<file path="src/rtl/traffic_light_pkg.sv">
// Shared definitions for the traffic light monitor.
// Contents:
//   phase_t     - decoded controller phase as seen on the phase output
//   err_t       - violation codes reported on err_code
//   pat_t       - lamp pattern decoded from the registered lamp drives
//   lamps_t     - registered lamp triple {red, yellow, green}
//   CYCLE_W     - width of the completed-cycle counter
//   decode_lamps, own_pattern, successor - phase/pattern helpers
package traffic_light_pkg;

  localparam int CYCLE_W = 16;

  typedef enum logic [2:0] {
    PH_UNSYNC  = 3'd0,
    PH_RED     = 3'd1,
    PH_RED_YEL = 3'd2,
    PH_GREEN   = 3'd3,
    PH_GRN_YEL = 3'd4
  } phase_t;

  typedef enum logic [2:0] {
    ERR_NONE    = 3'd0,
    ERR_PATTERN = 3'd1,
    ERR_SEQ     = 3'd2,
    ERR_SHORT   = 3'd3,
    ERR_LONG    = 3'd4
  } err_t;

  typedef enum logic [1:0] {
    PAT_R,
    PAT_Y,
    PAT_G,
    PAT_ILL
  } pat_t;

  typedef struct packed {
    logic red;
    logic yellow;
    logic green;
  } lamps_t;

  // Exactly one lamp lit is a legal pattern; dark or multiple lamps is not.
  function automatic pat_t decode_lamps(lamps_t l);
    case ({l.red, l.yellow, l.green})
      3'b100:  return PAT_R;
      3'b010:  return PAT_Y;
      3'b001:  return PAT_G;
      default: return PAT_ILL;
    endcase
  endfunction

  // Pattern that keeps a phase alive. Both yellow phases share PAT_Y.
  function automatic pat_t own_pattern(phase_t p);
    case (p)
      PH_RED:                 return PAT_R;
      PH_RED_YEL, PH_GRN_YEL: return PAT_Y;
      PH_GREEN:               return PAT_G;
      default:                return PAT_ILL;
    endcase
  endfunction

  // Only legal successor of each locked phase.
  function automatic phase_t successor(phase_t p);
    case (p)
      PH_RED:     return PH_RED_YEL;
      PH_RED_YEL: return PH_GREEN;
      PH_GREEN:   return PH_GRN_YEL;
      PH_GRN_YEL: return PH_RED;
      default:    return PH_UNSYNC;
    endcase
  endfunction

endpackage

</file>
<file path="src/rtl/traffic_light_monitor_if.sv">
// Monitor bus: observed lamp drives and error clear toward the monitor,
// decoded phase, error reporting and statistics back from it.
//   master - the side observing the controller (drives lamps, clr_err)
//   slave  - the monitor itself
interface traffic_light_monitor_if #(
  parameter int CNT_W = 8
);
  import traffic_light_pkg::*;

  logic               red;
  logic               yellow;
  logic               green;
  logic               clr_err;
  logic [2:0]         phase;
  logic               locked;
  logic               err_pulse;
  logic [2:0]         err_code;
  logic               err_sticky;
  logic [CYCLE_W-1:0] cycle_count;
  logic [CNT_W-1:0]   last_dwell;

  modport master (
    output red, yellow, green, clr_err,
    input  phase, locked, err_pulse, err_code, err_sticky, cycle_count, last_dwell
  );

  modport slave (
    input  red, yellow, green, clr_err,
    output phase, locked, err_pulse, err_code, err_sticky, cycle_count, last_dwell
  );

endinterface

</file>
<file path="src/rtl/light_dwell_timer.sv">
// Dwell counter for the current phase visit plus bound compares.
// Ports:
//   clk, rst      clock, synchronous active-high reset
//   clear         force dwell to 0 (no phase held)
//   start         first cycle of a new visit, dwell becomes 1
//   min_b, max_b  bounds of the phase currently held
//   dwell         cycles spent in the current visit, saturating
//   short         dwell is below min_b (meaningful on exit)
//   long_hit      dwell equals max_b, so one more hold cycle exceeds it
module light_dwell_timer #(
  parameter int CNT_W = 8
) (
  input  logic             clk,
  input  logic             rst,
  input  logic             clear,
  input  logic             start,
  input  logic [CNT_W-1:0] min_b,
  input  logic [CNT_W-1:0] max_b,
  output logic [CNT_W-1:0] dwell,
  output logic             short,
  output logic             long_hit
);

  localparam logic [CNT_W-1:0] SAT = '1;

  always_ff @(posedge clk) begin
    if (rst || clear)     dwell <= '0;
    else if (start)       dwell <= CNT_W'(1);
    else if (dwell != SAT) dwell <= dwell + CNT_W'(1);
  end

  assign short    = dwell < min_b;
  // A max equal to the saturation value can never be exceeded; without the
  // guard a saturated counter would keep reporting.
  assign long_hit = (dwell == max_b) && (dwell != SAT);

endmodule

</file>
<file path="src/rtl/traffic_light_monitor.sv">
// Passive checker for a traffic light controller. Lamp drives are
// registered once, decoded to a pattern, and tracked through the
// RED -> RED_YEL -> GREEN -> GRN_YEL -> RED loop with dwell bounds.
// All status outputs are registered, so they move two cycles after a lamp
// change at the inputs.
// Ports:
//   clk, rst   clock, synchronous active-high reset
//   mon        slave side of the monitor bus (lamps/clr_err in, status out)
module traffic_light_monitor import traffic_light_pkg::*; #(
  parameter int RED_MIN = 4,
  parameter int RED_MAX = 12,
  parameter int YEL_MIN = 2,
  parameter int YEL_MAX = 4,
  parameter int GRN_MIN = 4,
  parameter int GRN_MAX = 8,
  parameter int CNT_W   = 8
) (
  input logic                     clk,
  input logic                     rst,
  traffic_light_monitor_if.slave  mon
);

  lamps_t             lamps_q;
  pat_t               pat;
  phase_t             phase_q, phase_nxt;
  err_t               err_nxt, err_code_q;
  logic               err_pulse_q, err_sticky_q;
  logic               exit_phase, clear, start, cycle_inc;
  logic [CNT_W-1:0]   min_b, max_b, dwell, last_dwell_q;
  logic               short, long_hit;
  logic [CYCLE_W-1:0] cycle_q;

  // Input stage
  always_ff @(posedge clk) begin
    if (rst) lamps_q <= '0;
    else     lamps_q <= {mon.red, mon.yellow, mon.green};
  end

  assign pat = decode_lamps(lamps_q);

  // Bounds of the phase currently held; UNSYNC gets bounds that never fire.
  always_comb begin
    min_b = '0;
    max_b = '1;
    case (phase_q)
      PH_RED: begin
        min_b = CNT_W'(RED_MIN);
        max_b = CNT_W'(RED_MAX);
      end
      PH_RED_YEL, PH_GRN_YEL: begin
        min_b = CNT_W'(YEL_MIN);
        max_b = CNT_W'(YEL_MAX);
      end
      PH_GREEN: begin
        min_b = CNT_W'(GRN_MIN);
        max_b = CNT_W'(GRN_MAX);
      end
      default: ;
    endcase
  end

  light_dwell_timer #(.CNT_W(CNT_W)) u_dwell (
    .clk      (clk),
    .rst      (rst),
    .clear    (clear),
    .start    (start),
    .min_b    (min_b),
    .max_b    (max_b),
    .dwell    (dwell),
    .short    (short),
    .long_hit (long_hit)
  );

  // Phase tracking. The if/else order gives the reporting priority
  // PATTERN > SEQ > SHORT; LONG only arises on a held pattern so it never
  // competes with the others.
  always_comb begin
    phase_nxt  = phase_q;
    err_nxt    = ERR_NONE;
    exit_phase = 1'b0;
    clear      = 1'b0;
    start      = 1'b0;
    cycle_inc  = 1'b0;
    if (phase_q == PH_UNSYNC) begin
      // Only solid red resyncs; anything else is silently waited out.
      if (pat == PAT_R) begin
        phase_nxt = PH_RED;
        start     = 1'b1;
      end else begin
        clear = 1'b1;
      end
    end else if (pat == PAT_ILL) begin
      err_nxt    = ERR_PATTERN;
      phase_nxt  = PH_UNSYNC;
      clear      = 1'b1;
      exit_phase = 1'b1;
    end else if (pat == own_pattern(phase_q)) begin
      if (long_hit) err_nxt = ERR_LONG;
    end else if (pat == own_pattern(successor(phase_q))) begin
      phase_nxt  = successor(phase_q);
      start      = 1'b1;
      exit_phase = 1'b1;
      cycle_inc  = (phase_q == PH_GRN_YEL);
      if (short) err_nxt = ERR_SHORT;
    end else begin
      err_nxt    = ERR_SEQ;
      phase_nxt  = PH_UNSYNC;
      clear      = 1'b1;
      exit_phase = 1'b1;
    end
  end

  always_ff @(posedge clk) begin
    if (rst) begin
      phase_q      <= PH_UNSYNC;
      err_pulse_q  <= 1'b0;
      err_code_q   <= ERR_NONE;
      err_sticky_q <= 1'b0;
      cycle_q      <= '0;
      last_dwell_q <= '0;
    end else begin
      phase_q     <= phase_nxt;
      err_pulse_q <= (err_nxt != ERR_NONE);
      if (err_nxt != ERR_NONE) err_code_q <= err_nxt;
      // A clear arriving with a new violation, or while the strobe for one
      // is still up, must not hide it.
      if (err_nxt != ERR_NONE)               err_sticky_q <= 1'b1;
      else if (mon.clr_err && !err_pulse_q)  err_sticky_q <= 1'b0;
      if (cycle_inc)  cycle_q      <= cycle_q + CYCLE_W'(1);
      if (exit_phase) last_dwell_q <= dwell;
    end
  end

  assign mon.phase       = phase_q;
  assign mon.locked      = (phase_q != PH_UNSYNC);
  assign mon.err_pulse   = err_pulse_q;
  assign mon.err_code    = err_code_q;
  assign mon.err_sticky  = err_sticky_q;
  assign mon.cycle_count = cycle_q;
  assign mon.last_dwell  = last_dwell_q;

endmodule

</file>
<file path="src/flat_wrapper.sv">
// flat-port wrapper written by rule: the top's interface ports become plain ports
module traffic_light_monitor_flat import traffic_light_pkg::*;
#(
  parameter int RED_MIN = 4,
  parameter int RED_MAX = 12,
  parameter int YEL_MIN = 2,
  parameter int YEL_MAX = 4,
  parameter int GRN_MIN = 4,
  parameter int GRN_MAX = 8,
  parameter int CNT_W   = 8
)
  (clk, rst, mon_red, mon_yellow, mon_green, mon_clr_err, mon_phase, mon_locked, mon_err_pulse, mon_err_code, mon_err_sticky, mon_cycle_count, mon_last_dwell);
  traffic_light_monitor_if #(.CNT_W(CNT_W)) mon_i ();
  input logic clk;
  input logic rst;
  input wire logic [$bits(mon_i.red)-1:0] mon_red;
  input wire logic [$bits(mon_i.yellow)-1:0] mon_yellow;
  input wire logic [$bits(mon_i.green)-1:0] mon_green;
  input wire logic [$bits(mon_i.clr_err)-1:0] mon_clr_err;
  output wire logic [$bits(mon_i.phase)-1:0] mon_phase;
  output wire logic [$bits(mon_i.locked)-1:0] mon_locked;
  output wire logic [$bits(mon_i.err_pulse)-1:0] mon_err_pulse;
  output wire logic [$bits(mon_i.err_code)-1:0] mon_err_code;
  output wire logic [$bits(mon_i.err_sticky)-1:0] mon_err_sticky;
  output wire logic [$bits(mon_i.cycle_count)-1:0] mon_cycle_count;
  output wire logic [$bits(mon_i.last_dwell)-1:0] mon_last_dwell;
  assign mon_i.red = mon_red;
  assign mon_i.yellow = mon_yellow;
  assign mon_i.green = mon_green;
  assign mon_i.clr_err = mon_clr_err;
  assign mon_phase = mon_i.phase;
  assign mon_locked = mon_i.locked;
  assign mon_err_pulse = mon_i.err_pulse;
  assign mon_err_code = mon_i.err_code;
  assign mon_err_sticky = mon_i.err_sticky;
  assign mon_cycle_count = mon_i.cycle_count;
  assign mon_last_dwell = mon_i.last_dwell;
  traffic_light_monitor #(.RED_MIN(RED_MIN), .RED_MAX(RED_MAX), .YEL_MIN(YEL_MIN), .YEL_MAX(YEL_MAX), .GRN_MIN(GRN_MIN), .GRN_MAX(GRN_MAX), .CNT_W(CNT_W)) u_core (.clk(clk), .rst(rst), .mon(mon_i));
endmodule
</file>
<file path="config.mk">
export PLATFORM = sky130hd
export DESIGN_NAME = traffic_light_monitor_flat
export DESIGN_NICKNAME = d
export VERILOG_FILES = /design/src/rtl/traffic_light_pkg.sv /design/src/rtl/traffic_light_monitor_if.sv /design/src/rtl/light_dwell_timer.sv /design/src/rtl/traffic_light_monitor.sv /design/src/flat_wrapper.sv
export SDC_FILE = /design/constraint.sdc
export NUM_CORES = 1
export LEC_CHECK = 0
export ABC_CLOCK_PERIOD_IN_PS = 3400
export CORE_ASPECT_RATIO = 0.8
export CORE_MARGIN = 3
export CORE_UTILIZATION = 52
export DETAILED_ROUTE_END_ITERATION = 6
export PLACE_DENSITY = 0.8
export SETUP_SLACK_MARGIN = 0.2
export SYNTH_ARGS = -nofsm -noshare
export SYNTH_HDL_FRONTEND = slang
export SYNTH_HIERARCHICAL = 1
export SYNTH_SLANG_ARGS = --single-unit
</file>
<file path="constraint.sdc">
create_clock -name clk -period 3.4 [get_ports clk]
set_input_delay 0.68 -clock clk [delete_from_list [all_inputs] [get_ports clk]]
set_output_delay 0.68 -clock clk [all_outputs]
set_load 0.005 [all_outputs]
</file>
== Word-level counts from Yosys, hierarchy flattened ==
Index checks and enable logic that the tools add are counted.
Word-level totals
  bits in registers: 43
  output and inout port bits: 33
  logic and storage cells: 93
Cells by class
  reductions and logical operators: 15
  add/subtract/negate cells: 2
  multiplexer cells: 46
  equality and inequality tests: 18
  magnitude comparators: 1
Operators by type and width (number)
  $mux W3: 12
  $pmux W8 S3: 1
  $mux W1: 21
  $pmux W2 S3: 3
  $add A16 B1 Y16 const B: 1
  $eq A3 B2 Y1 const B: 5
  $mux W2: 7
  $pmux W3 S4: 1
  $eq A3 B1 Y1 const B: 3
  $eq A3 B3 Y1 const B: 3
  $add A8 B1 Y8 const B: 1
  $eq A8 B8 Y1: 1
  $lt A8 B3 Y1: 1
  $ne A8 B8 Y1 const B: 1
  $reduce_or A2 Y1: 4
  $pmux W3 S2: 1
  $reduce_bool A3 Y1: 2
  $eq A2 B2 Y1: 2
  $reduce_bool A2 Y1: 2
  $logic_not A3 Y1: 1
  $ne A3 B1 Y1 const B: 1
  $eq A2 B2 Y1 const B: 1
  $logic_and A1 B1 Y1: 2
  $logic_not A2 Y1: 1
  other kinds (4): 4

== Depth between registers and ports, before layout ==
  depth after elaboration: 22
  gate-level depth with buffers: 13
  gate-level depth less buffers: 11

== Cells and area by module ==
The synthesis kept the hierarchy.
By module, submodules not included
  traffic_light_monitor: cells an instance 225, times used 1, area an instance 1904.3 um2
  light_dwell_timer: cells an instance 77, times used 1, area an instance 678.2 um2

== Worst setup path after synthesis ==
OpenSTA, ideal clock, no wires.
  path kind: register -> register
  start point: reg u_core.phase_q[2] (netlist: u_core/mon.phase[2])
  end point: reg u_core.err_code_q[1] (netlist: u_core/mon.err_code[1])
  path slack: 0.552 ns
  period minus slack after synthesis: 2.848 ns
  library setup time: 0.117 ns
  cell stages (with the launch flop): 14
  arrival time: 2.730 ns
  required time: 3.283 ns
  buffers on the path: 2
  cells stage by stage: dfxtp_1 > clkbuf_1 > clkbuf_1 > nand2b_1 > a21o_1 > inv_1 > inv_1 > ha_1 > a211oi_1 > o21ai_0 > a41oi_1 > a21bo_2 > a21o_1 > a32o_1
RTL lines
  start: declaration: RTL line traffic_light_monitor.sv:25  | phase_t phase_q, phase_nxt;
  start signal: assignment: RTL line traffic_light_monitor.sv:122  | phase_q <= phase_nxt;
  $eq A3 B2 Y1 / $eq A3 B3 Y1 (equally long branches): RTL line traffic_light_monitor.sv:45  | case (phase_q)
  $reduce_or A2 Y1: RTL line traffic_light_monitor.sv:45
  $pmux W8 S3 *: RTL line traffic_light_monitor.sv:45
  net u_core.max_b[3]: RTL line traffic_light_monitor.sv:29  | logic [CNT_W-1:0] min_b, max_b, dwell, last_dwell_q;
  $eq A8 B8 Y1 *: RTL line light_dwell_timer.sv:35  | assign long_hit = (dwell == max_b) && (dwell != SAT);
  $logic_and A1 B1 Y1 *: RTL line light_dwell_timer.sv:35
  $mux W3 *: RTL line traffic_light_monitor.sv:98  | if (long_hit) err_nxt = ERR_LONG;
  $mux W3 *: RTL line traffic_light_monitor.sv:97  | end else if (pat == own_pattern(phase_q)) begin
  $mux W3 *: RTL line traffic_light_monitor.sv:92  | end else if (pat == PAT_ILL) begin
  $mux W3 *: RTL line traffic_light_monitor.sv:84  | if (phase_q == PH_UNSYNC) begin
  $reduce_bool A3 Y1 *: RTL line traffic_light_monitor.sv:124  | if (err_nxt != ERR_NONE) err_code_q <= err_nxt;
  end signal: assignment: RTL line traffic_light_monitor.sv:124
  end: declaration: RTL line traffic_light_monitor.sv:26  | err_t err_nxt, err_code_q;
Mark *: on every way through the listed nets, which the timed path passes. The rest lies on a longest branch. The select of a mux whose other input is x is not followed.
A chain may end at the register's enable or synchronous reset.

== Worst setup path after layout ==
  start point: reg u_core.phase_q[0] (netlist: u_core/mon.phase[0])
  end point: reg u_core.err_code_q[1] (netlist: u_core/mon.err_code[1])
RTL lines
  $eq A3 B1 Y1, or another cell as far along: RTL line traffic_light_monitor.sv:45
  $reduce_or A2 Y1, on equally long branches
  $pmux W3 S2 *: RTL line traffic_light_monitor.sv:45
  net u_core.min_b[2]: RTL line traffic_light_monitor.sv:29
  $lt A8 B3 Y1 *: RTL line light_dwell_timer.sv:32  | assign short = dwell < min_b;
  net u_core.short: RTL line traffic_light_monitor.sv:30  | logic short, long_hit;
  $mux W2 *: RTL line traffic_light_monitor.sv:104  | if (short) err_nxt = ERR_SHORT;
  $mux W2 *: RTL line traffic_light_monitor.sv:99  | end else if (pat == own_pattern(successor(phase_q))) begin
  $mux W3 *: RTL line traffic_light_monitor.sv:97
  $mux W3 *: RTL line traffic_light_monitor.sv:92
  $mux W3 *: RTL line traffic_light_monitor.sv:84
  $reduce_bool A3 Y1: RTL line traffic_light_monitor.sv:124
Marks and branches as above.

==> summary.txt <==
Critical path
  • Worst path max stage delay: 0.66 ns
  • Critical Path Start Type: flip-flop
  • Worst-path maximum fanout: 17
  • Worst EP arrival: 2.87 ns
  • CP required: around 3.6 ns
  • Crit Path Category: flip-flop to flip-flop
  • CP Capture Type: flip-flop
  • Worst-path cell chain: nor2b_1, inv_1, ha_1, a211oi_1, o21ai_0, a41oi_1, a21bo_2, a21o_1, a32o_1
  • CP max stage cell: dfxtp_1
  • R2R setup slack: 0.72 ns

Global routing
  • Initial antenna violation count: 0
  • Global route total overflow: 0
  • First-pass GRT wire length: 9.71 mm
  • Total track usage: 20.1%
  • Largest net degree at the start of global routing: 28
  • Vias in the first global route: 2039

Routing
  • WL met3: 227 um
  • Met2 WL: 2.57 mm
  • DR WL/cell: roughly 15 um
  • Drt first-iter violations: 96
  • M1 wire length: ~2.9 mm
  • DR top layer: met4
  • Antenna Nets Post-Route: 0
  • Via total after detailed routing: 2242
  • Vias per Instance: 5.65
  • DRT Pass-1 Iters: 4
  • Remaining DRCs: 0
  • Drt total wl: 5.81 mm

STA
  • Unrepaired setup endpoints after global routing: false
  • Max-slew violation count: 0
  • Worst Clk Skew: ~0.0036 ns
  • Crit share post-route: 78.7%
  • Tightest Pin Transition: 0.554 ns
  • Slew Limit Headroom: 62.7%
  • Final Critical Period: 2.68 ns
  • Setup Viol. Count Final: 0
  • Achievable Freq: 374 MHz
  • Hold Fails Final Rpt: 0
  • Setup Total Neg Slack: 0 ns

Job
  • Total of max-cap violations: 0

Layout
  • Fin area: roughly 0.0031 sq mm
  • Proportion of layout cells with a drive suffix above 1: 7.72%
  • N_diodes: 0
  • Layout area overhead: 19.9%
  • Nets@finish: 351
  • Final core occ: 66.2%

Synthesis
  • Yosys warnings: 6
  • Top post-synthesis cells by area: dfxtp_1 33%, nor2_1 4.9%, ha_1 4.4%
  • Ys async rst share: 0%
  • Yosys reg bits: between 40 and 50
  • Most frequent cell after synthesis: dfxtp_1
  • Post-synthesis sequential area ratio: 33.3%
  • Synth Cell Area: between 0.002 and 0.003 sq mm
  • Syn Area/Cell: 8.55 sq um
  • Commonest cells post-synth: 43 x dfxtp_1, 34 x nor2_1, 14 x o21ai_0
  • Post-synth EDFFs: 0
  • Top FF cell, synth: dfxtp_1
  • Unique masters post-synth: 58
  • Yosys top cell area share: 33.3%
  • Mapped Cells: between 300 and 400
  • Largest area contributor in the netlist: dfxtp_1

Run status
  • Status: finished, final reports clean

Worst hold path
  • Worst hold path type: flip-flop to flip-flop

Placed design
  • Count of input and output buffers: 38
  • DP Wirelength: 4.07 mm
  • RePlAce Congestion: about 0.85
  • Area after DPL: 0.00298 sq mm

Power and ir drop
  • Leak: 1.17 nW
  • Pwr/cell area: 339 mW/mm^2
  • Worst IR drop on VDD: 303 uV

Clocking
  • Inserted Clock Buffers: 5
  • Worst skew pair latency: 0.30 ns
  • Postcts setup bufs: 0
  • Clock Tree Buf Depth: 2
  • Clk slew on worst S/H paths: 0.09 ns
  • CTS tree: done
  • CTS root buf: clkbuf_8
  • CTS resizes: 0
  • CTS Hold Bufs: 0
  • Clk sinks: 43
  • CTS HTree Levels: 2

Floorplan
  • Die footprint: 0.00585 sq mm
  • Die width: 84.8 um
  • Initial cell density of the core: a little under three fifths
  • IO Pins: 39
  • Core outline area: 0.00468 sq mm
  • DIE HEIGHT: 69.0 um
  • Row Count: 22
[layout by cell type, fill, tap and decap left out, types with 3 or more instances in the layout]
cell              n
nand4_1           9
conb_1            6
a211oi_1          3
a21o_1            4
clkbuf_8          6
dfxtp_1          43
xnor2_1          11
or3_1             6
ha_1              9
a31oi_1           8
and4_1            3
xor2_1           12
o31ai_1           3
nand2b_1          7
o21ai_0          14
nand2_1           9
clkdlybuf4s50_1  38
nand3_1           9
nor2_1           34
nor2b_1           8
and3_1            4
buf_4             5
inv_1            10
a21oi_1          10
and2_1            5
mux2i_1          10
nor3_1           10
[power by group]
part	switching, mW	internal [mW]
registers	0.0143	0.509
clock network	0.185	0.242
logic	0.0516	0.0474
[worst max-delay path, delay by kind of cell (launching register included)]
kind,cells,cell delay (ns)
adder cells (fa/ha/maj),1,0.23
buffers and inverters,1,0.08
AO/OA/AOI/OAI,6,1.29
AND/OR/NAND/NOR,1,0.33
flip-flops,1,0.66
[state kept, by name, indices dropped and copies added (netlist names)]
name,cells
u_core/u_dwell/dwell,8
u_core/lamps_q,3
u_core/mon.last_dwell,8
u_core/mon.phase,3
u_core/mon.err_pulse,1
u_core/mon.err_code,3
u_core/mon.cycle_count,16
u_core/mon.err_sticky,1
[per-stage QoR]
stage	setup WS (ns)	std cells	hold slack [ns]	total power, mW
6_report	0.723	397	0.492	1.05
4_1_cts	0.761	397	0.498	1.06
3_3_place_gp	0.885	389	0.471	0.629
2_1_floorplan	0.552	307	0.465	0.604
5_1_grt	0.593	397	0.524	1.09
3_5_place_dp	0.772	389	0.486	0.632
[per-layer routing]
layer  track usage [%]  up-vias
met5                 0        -
met4              6.15        0
met2              29.6       52
met3              4.06       10
met1              29.4     1038
li1                  -     1142
[area by class of cell]
class	instances	area, sq um
fill	395	1580
sequential	43	861
clock buffer	6	82.6
clock inverter	2	38.8
tap	60	75.1
multi-input combinational	232	1580
timing repair buffer	43	418
inverter	11	41.3
[worst paths after layout]
kind	startpoint	endpoint	cells after the start
setup / recovery	u_core/mon.phase[0]$_SDFFE_PP0P_	u_core/mon.err_code[1]$_SDFFE_PP0P_	9
hold / removal	u_core/mon.cycle_count[15]$_SDFFE_PP0P_	u_core/mon.cycle_count[15]$_SDFFE_PP0P_	2
hold reg to reg	u_core/mon.cycle_count[15]$_SDFFE_PP0P_	u_core/mon.cycle_count[15]$_SDFFE_PP0P_	2
setup reg to reg	u_core/mon.phase[0]$_SDFFE_PP0P_	u_core/mon.err_code[1]$_SDFFE_PP0P_	9
[cells by family after synthesis]
family / after synthesis / share of synthesized area, %
xor gates and xnor gates: 23 / 7.80
and+or+nand+nor: 120 / 26.5
muxes: 10 / 3.88
buffers and inverters: 32 / 6.20
AOI/OAI and AO/OA: 61 / 16.6
other: 1 / 0.145
DFF: 43 / 33.3
adders and majority gates: 12 / 5.57
Power figures use the tool's default switching activity.
